==> src/rtl/param_def.sv <==
// param_def: shared rate codes, K=3 generator taps, FSM states and frame sizing
// for the convolutional encoder framer.
package param_def;
    localparam logic CODE_RATE_2 = 1'b0;
    localparam logic CODE_RATE_3 = 1'b1;
    localparam logic [2:0] GEN_A = 3'o7;
    localparam logic [2:0] GEN_B = 3'o5;
    localparam logic [2:0] GEN_C = 3'o6;
    typedef enum logic [1:0] {IDLE, ENC, FLUSH, EMIT} state_t;
    function automatic logic [3:0] frame_syms(input logic rate);
        return (rate == CODE_RATE_2) ? 4'd8 : 4'd5;
    endfunction
endpackage

==> src/rtl/conv_symbol_gen.sv <==
// conv_symbol_gen: combinational K=3 symbol for bit b over state {s1,s0}.
// Rate 1/2 symbols sit right-aligned in o_sym[1:0] with o_sym[2]=0.
module conv_symbol_gen
    import param_def::*;
(
    input  logic       i_b,
    input  logic       i_s1,
    input  logic       i_s0,
    input  logic       i_rate,
    output logic [2:0] o_sym
);
    logic [2:0] w_reg;
    logic       w_a;
    logic       w_b;
    logic       w_c;
    assign w_reg = {i_b, i_s1, i_s0};
    assign w_a   = ^(GEN_A & w_reg);
    assign w_b   = ^(GEN_B & w_reg);
    assign w_c   = ^(GEN_C & w_reg);
    assign o_sym = (i_rate == CODE_RATE_3) ? {w_a, w_b, w_c} : {1'b0, w_a, w_b};
endmodule

==> src/rtl/conv_encoder_framer.sv <==
// conv_encoder_framer: K=3 convolutional encoder (rate 1/2 or 1/3) that packs
// symbols MSB-first into 16-bit frames, appending two zero tail bits per message.
module conv_encoder_framer
    import param_def::*;
(
    input  logic        clk,
    input  logic        rst,
    input  logic        i_code_rate,
    input  logic        i_bit,
    input  logic        i_bit_valid,
    input  logic        i_last,
    output logic        o_bit_ready,
    output logic [15:0] o_frame,
    output logic        o_frame_valid,
    output logic        o_frame_last,
    input  logic        i_frame_ready
);
    state_t      r_state;
    state_t      w_next;
    logic [1:0]  r_s;
    logic [1:0]  r_tail;
    logic [3:0]  r_cnt;
    logic [15:0] r_frame;
    logic        r_last;
    logic        r_rate;
    logic        w_rate;
    logic        w_accept;
    logic        w_enc;
    logic        w_b;
    logic        w_full;
    logic        w_final;
    logic [1:0]  w_tail_nxt;
    logic [3:0]  w_cnt_nxt;
    logic [4:0]  w_shift;
    logic [2:0]  w_sym;

    // Rate is taken live in IDLE and frozen by the first accepted bit.
    assign w_rate     = (r_state == IDLE) ? i_code_rate : r_rate;
    assign w_accept   = i_bit_valid & o_bit_ready;
    assign w_enc      = w_accept | (r_state == FLUSH);
    assign w_b        = (r_state == FLUSH) ? 1'b0 : i_bit;
    assign w_cnt_nxt  = r_cnt + 4'd1;
    assign w_full     = (w_cnt_nxt == frame_syms(w_rate));
    assign w_final    = (r_state == FLUSH) && (r_tail == 2'd1);
    assign w_tail_nxt = (r_state == FLUSH) ? r_tail - 2'd1 : (i_last ? 2'd2 : 2'd0);
    assign w_shift    = (w_rate == CODE_RATE_3) ? 5'd13 - 5'd3 * {1'b0, r_cnt}
                                                : 5'd14 - 5'd2 * {1'b0, r_cnt};

    conv_symbol_gen u_sym (
        .i_b    (w_b),
        .i_s1   (r_s[1]),
        .i_s0   (r_s[0]),
        .i_rate (w_rate),
        .o_sym  (w_sym)
    );

    always_ff @(posedge clk or negedge rst) begin
        if (!rst) r_state <= IDLE;
        else      r_state <= w_next;
    end

    always_comb begin
        w_next      = r_state;
        o_bit_ready = 1'b0;
        case (r_state)
            IDLE, ENC: begin
                o_bit_ready = 1'b1;
                if (w_accept) w_next = w_full ? EMIT : (i_last ? FLUSH : ENC);
            end
            FLUSH:   w_next = (w_full || w_final) ? EMIT : FLUSH;
            EMIT:    if (i_frame_ready) w_next = r_last ? IDLE : ((r_tail != 2'd0) ? FLUSH : ENC);
            default: w_next = IDLE;
        endcase
    end

    always_ff @(posedge clk or negedge rst) begin
        if (!rst) begin
            r_s     <= 2'b00;
            r_tail  <= 2'd0;
            r_cnt   <= 4'd0;
            r_frame <= 16'd0;
            r_last  <= 1'b0;
            r_rate  <= CODE_RATE_2;
        end else if (w_enc) begin
            r_s     <= {w_b, r_s[1]};
            r_tail  <= w_tail_nxt;
            r_cnt   <= w_cnt_nxt;
            r_frame <= r_frame | ({13'd0, w_sym} << w_shift);
            r_last  <= w_final;
            if (r_state == IDLE) r_rate <= i_code_rate;
        end else if (r_state == EMIT && i_frame_ready) begin
            r_cnt   <= 4'd0;
            r_frame <= 16'd0;
            r_last  <= 1'b0;
        end
    end

    assign o_frame       = r_frame;
    assign o_frame_valid = (r_state == EMIT);
    assign o_frame_last  = r_last;
endmodule

==> config.mk <==
export PLATFORM = sky130hd
export DESIGN_NAME = conv_encoder_framer
export DESIGN_NICKNAME = d
export VERILOG_FILES = /design/src/rtl/param_def.sv /design/src/rtl/conv_symbol_gen.sv /design/src/rtl/conv_encoder_framer.sv
export SDC_FILE = /design/constraint.sdc
export NUM_CORES = 1
export LEC_CHECK = 0
export CAP_MARGIN = 15
export CORE_UTILIZATION = 50
export CTS_CLUSTER_SIZE = 30
export DETAILED_ROUTE_END_ITERATION = 8
export GPL_TIMING_DRIVEN = 0
export HOLD_SLACK_MARGIN = 0.06
export PLACE_DENSITY = 0.79
export SYNTH_ARGS = -nofsm -noshare
export SYNTH_HDL_FRONTEND = slang
export SYNTH_HIERARCHICAL = 1
export SYNTH_SLANG_ARGS = --single-unit
export TNS_END_PERCENT = 100
==> constraint.sdc <==
create_clock -name clk -period 2.2 [get_ports clk]
set_input_delay 0.44 -clock clk [delete_from_list [all_inputs] [get_ports clk]]
set_output_delay 0.44 -clock clk [all_outputs]
set_load 0.02 [all_outputs]
==> results of run 1 <==
-- state kept, by name (all words and copies together) (netlist names) --
signal / count
o_frame: 16
r_cnt: 4
r_s: 2
r_state: 2
r_tail: 2
o_frame_last: 1
r_rate: 1
-- metrics by stage --
| step | TNS [ps] | setup WS [ps] | cell area [sq um] |
|---|---|---|---|
| after floorplan | -43.9 | -21.9 | 2040 |
| after CTS | -471 | -93.2 | 2750 |
| after global routing | -3370 | -486 | 2980 |
| final | -2470 | -396 | 2980 |
| after global placement | -9900 | -693 | 2340 |
| after detailed placement | -10300 | -721 | 2370 |
-- repair_timing --
action / CTS / global route
pin swaps: 18 / 20
resized for setup: 32 / 26
setup endpoints to repair: 18 / 18
buffers inserted: 19 / 5
-- final cells by class --
cell class / count / area (sq um) / share of cell area, %
Multi-Input combinational cell: 156 / 1570 / 52.5
Sequential cell: 28 / 706 / 23.6
Timing Repair Buffer: 49 / 469 / 15.7
Tap cell: 48 / 60.1 / 2.01
Inverter: 13 / 58.8 / 1.97
Buffer: 11 / 53.8 / 1.80
Clock buffer: 3 / 41.3 / 1.38
Clock inverter: 1 / 30.0 / 1.01
-- worst max-delay path, delay by kind of cell (launching register included) --
kind,cells,cell delay [ps]
buf+inv,2,180
flops,1,470
compound gates,2,730
mux,2,500
simple gates,2,360
xor+xnor,1,200
-- layer usage --
| metal | GRT usage, % | wire length [um] | up-vias |
|---|---|---|---|
| met2 | 47.8 | 3190 | 173 |
| met5 | 0 | 0 | - |
| met1 | 35.8 | 2440 | 958 |
| li1 | - | - | 883 |
| met4 | 13.1 | 384 | 0 |
| met3 | 4.29 | 511 | 46 |
-- placed cells by master (no fill, tap or decap), types with 4 or more instances in the layout --
master,instances
buf_4,21
o41ai_2,9
buf_6,4
nor3_1,7
dfrtp_1,24
mux2i_1,4
a21oi_1,7
xnor2_4,4
ha_4,5
clkbuf_1,6
clkdlybuf4s50_1,22
nor2_1,11
a22o_1,5
mux2i_4,4
nand2_1,29
o22ai_1,4
inv_1,8
dfrtp_2,4
-- cells by family (layout without fill, tap and decap cells) --
kind of cell | after synthesis | count (layout) | share of synthesized area (%)
AO/OA/AOI/OAI | 60 | 60 | 24.3
buffers and inverters | 24 | 77 | 5.02
adder cells (fa/ha/maj) | 10 | 10 | 6.82
XOR/XNOR | 8 | 8 | 3.99
multiplexers | 13 | 13 | 7.20
flip-flops | 28 | 28 | 36.0
AND/OR/NAND/NOR | 65 | 65 | 16.7
-- worst max-delay path by stage --
stage	start	end	slack, ps	cells past startpoint
2_1_floorplan	r_state[1]$_DFFE_PN0P_	o_frame[11]$_DFFE_PN0P_	-20	9
3_3_place_gp	i_code_rate	o_frame[11]$_DFFE_PN0P_	-690	10
3_5_place_dp	i_code_rate	o_frame[15]$_DFFE_PN0P_	-720	10
4_1_cts	r_state[0]$_DFFE_PN0P_	o_frame[3]$_DFFE_PN0P_	-90	9
5_1_grt	r_state[0]$_DFFE_PN0P_	o_frame[6]$_DFFE_PN0P_	-490	9
6_report	r_state[0]$_DFFE_PN0P_	o_frame[6]$_DFFE_PN0P_	-400	9
==> impl_metrics.csv, run 1 <==
group,metric,value,unit
run_status,outcome,"finished, violations left",
run_status,violations,"setup timing",
worst_setup_path,cp_slowest_cell,"o41ai_2",
global_routing,grt_use_total,28.5,%
worst_setup_path,start_kind,"register",
clocking,ctsLongestPathBuffers,2,
sta,worstMarginPinSlew,863,ps
finish,diodes,0,
worst_setup_path,r2r-end,"o_frame[6]$_DFFE_PN0P_",
worst_setup_path,cp-end-kind,"register",
drt,wl,6520,um
clocking,cts-htree-levels,1,
clocking,cts_sinks,28,
min_path,min_path_cells,2,
yosys,synthFlopType,"dfrtp_1",
die,fp.dieH,64.4,um
finish,nNetsFinal,279,
yosys,synth.area.top_cells,"dfrtp_1, ha_1, nand2_1",
yosys,synth_top_area_share,36.0,%
global_routing,grt_pass1_vias,1963,
yosys,synth_edf_count,0,
clocking,cts_buffers,3,
finish,drive_gt1_share,36.0,%
worst_setup_path,rrSetupSlack,-400,ps
worst_setup_path,critPathRequiredTime,2340,ps
yosys,yosysTopAreaCell,"dfrtp_1",
sta,hold_viol,0,
min_path,hold_class,"register to register",
sta,min_period,2600,ps
yosys,synthTopCellsByCount,"nand2_1, dfrtp_1, inv_1",
placement,dpl.hpwl,3330,um
sta,setup_viol,17,
clocking,hold_buffers,0,
drt,wl_per_cell,21.1,um
placement,io_buffers,24,
finish,syn_to_final_growth,53.4,%
die,core,3690,sq um
worst_setup_path,cp_slowest_stage_delay,490,ps
clocking,clkTransAtPathRegs,100,ps
global_routing,overflow,0,
worst_setup_path,cp.arrival,2740,ps
yosys,ys_types,56,
sta,slew_viol_final,0,
sta,setup_ws,-396,ps
sta,timing.hold.ws,497,ps
sta,period_share,118,%
drt,drt_iter0_markers,188,
placement,gp_congestion,0.908,
clocking,ctsRootBufferMaster,"clkbuf_8",
clocking,cts_tree,"built",
worst_setup_path,timing.rr.start,"r_state[0]$_DFFE_PN0P_",
finish,layout.cells.non_filler,309,
drt,vias,2060,
sta,rsz0062_at_grt,"true",
yosys,synth.most_common_cell,"nand2_1",
min_path,hold-path-endpoint,"o_frame[2]$_DFFE_PN0P_",
die,io_pins,26,
finish,num-fill-cells,222,
drt,viasPerCell,6.67,
yosys,seq_area_frac_synth,36.0,%
worst_setup_path,r2r_cells,9,
drt,drtAntennaViolNets,0,
global_routing,grt_max_degree,18,
die,start_util,52.7,%
worst_setup_path,crit_type,"register to register",
drt,first_pass_iters,5,
global_routing,grt_pass1_wl,9160,um
yosys,yosysWarningCount,6,
yosys,ys_ff_latch,28,
yosys,synthArstFlopShare,100,%
finish,utilization,80.9,%
min_path,min_from,"o_frame[2]$_DFFE_PN0P_",
sta,slew_headroom,42.5,%
die,row_count,22,
drt,remaining_drc_errors,0,
global_routing,antenna_found_initial,0,
die,dieArea,4140,sq um
clocking,clock_latency,280,ps
worst_setup_path,crit_chain,"o21a_4 > nor2_4 > buf_6 > inv_6 > nor2b_1 > xnor2_2 > mux2i_4 > mux2_4 > o41ai_2",
yosys,netlist_instances,208,
yosys,synth_area,1950,sq um
worst_setup_path,critPathMaxFanout,5,
die,die_x,64.4,um
placement,dpl.cell_count,281,
yosys,avgSynthCellArea,9.35,sq um
sta,max_freq,0.385,GHz
yosys,syn_nets,225,
sta,fin_skew,5.26,ps
flow_run,max_cap_viol_count,0,
Power of run 1 is not shown: default switching activity piles up to over one toggle a cycle in this logic, so the estimate is an artifact.
==> run 2, diff against run 1 <==
--- a/config.mk
+++ b/config.mk
@@ -7,7 +7,6 @@
 export LEC_CHECK = 0
 export CAP_MARGIN = 15
 export CORE_UTILIZATION = 50
-export CTS_CLUSTER_SIZE = 30
 export DETAILED_ROUTE_END_ITERATION = 8
 export GPL_TIMING_DRIVEN = 0
 export HOLD_SLACK_MARGIN = 0.06
==> results of run 2 <==
The final DEF is identical to that of run 1; final timing and power are the same.
Power of run 2 is left out for the same reason.
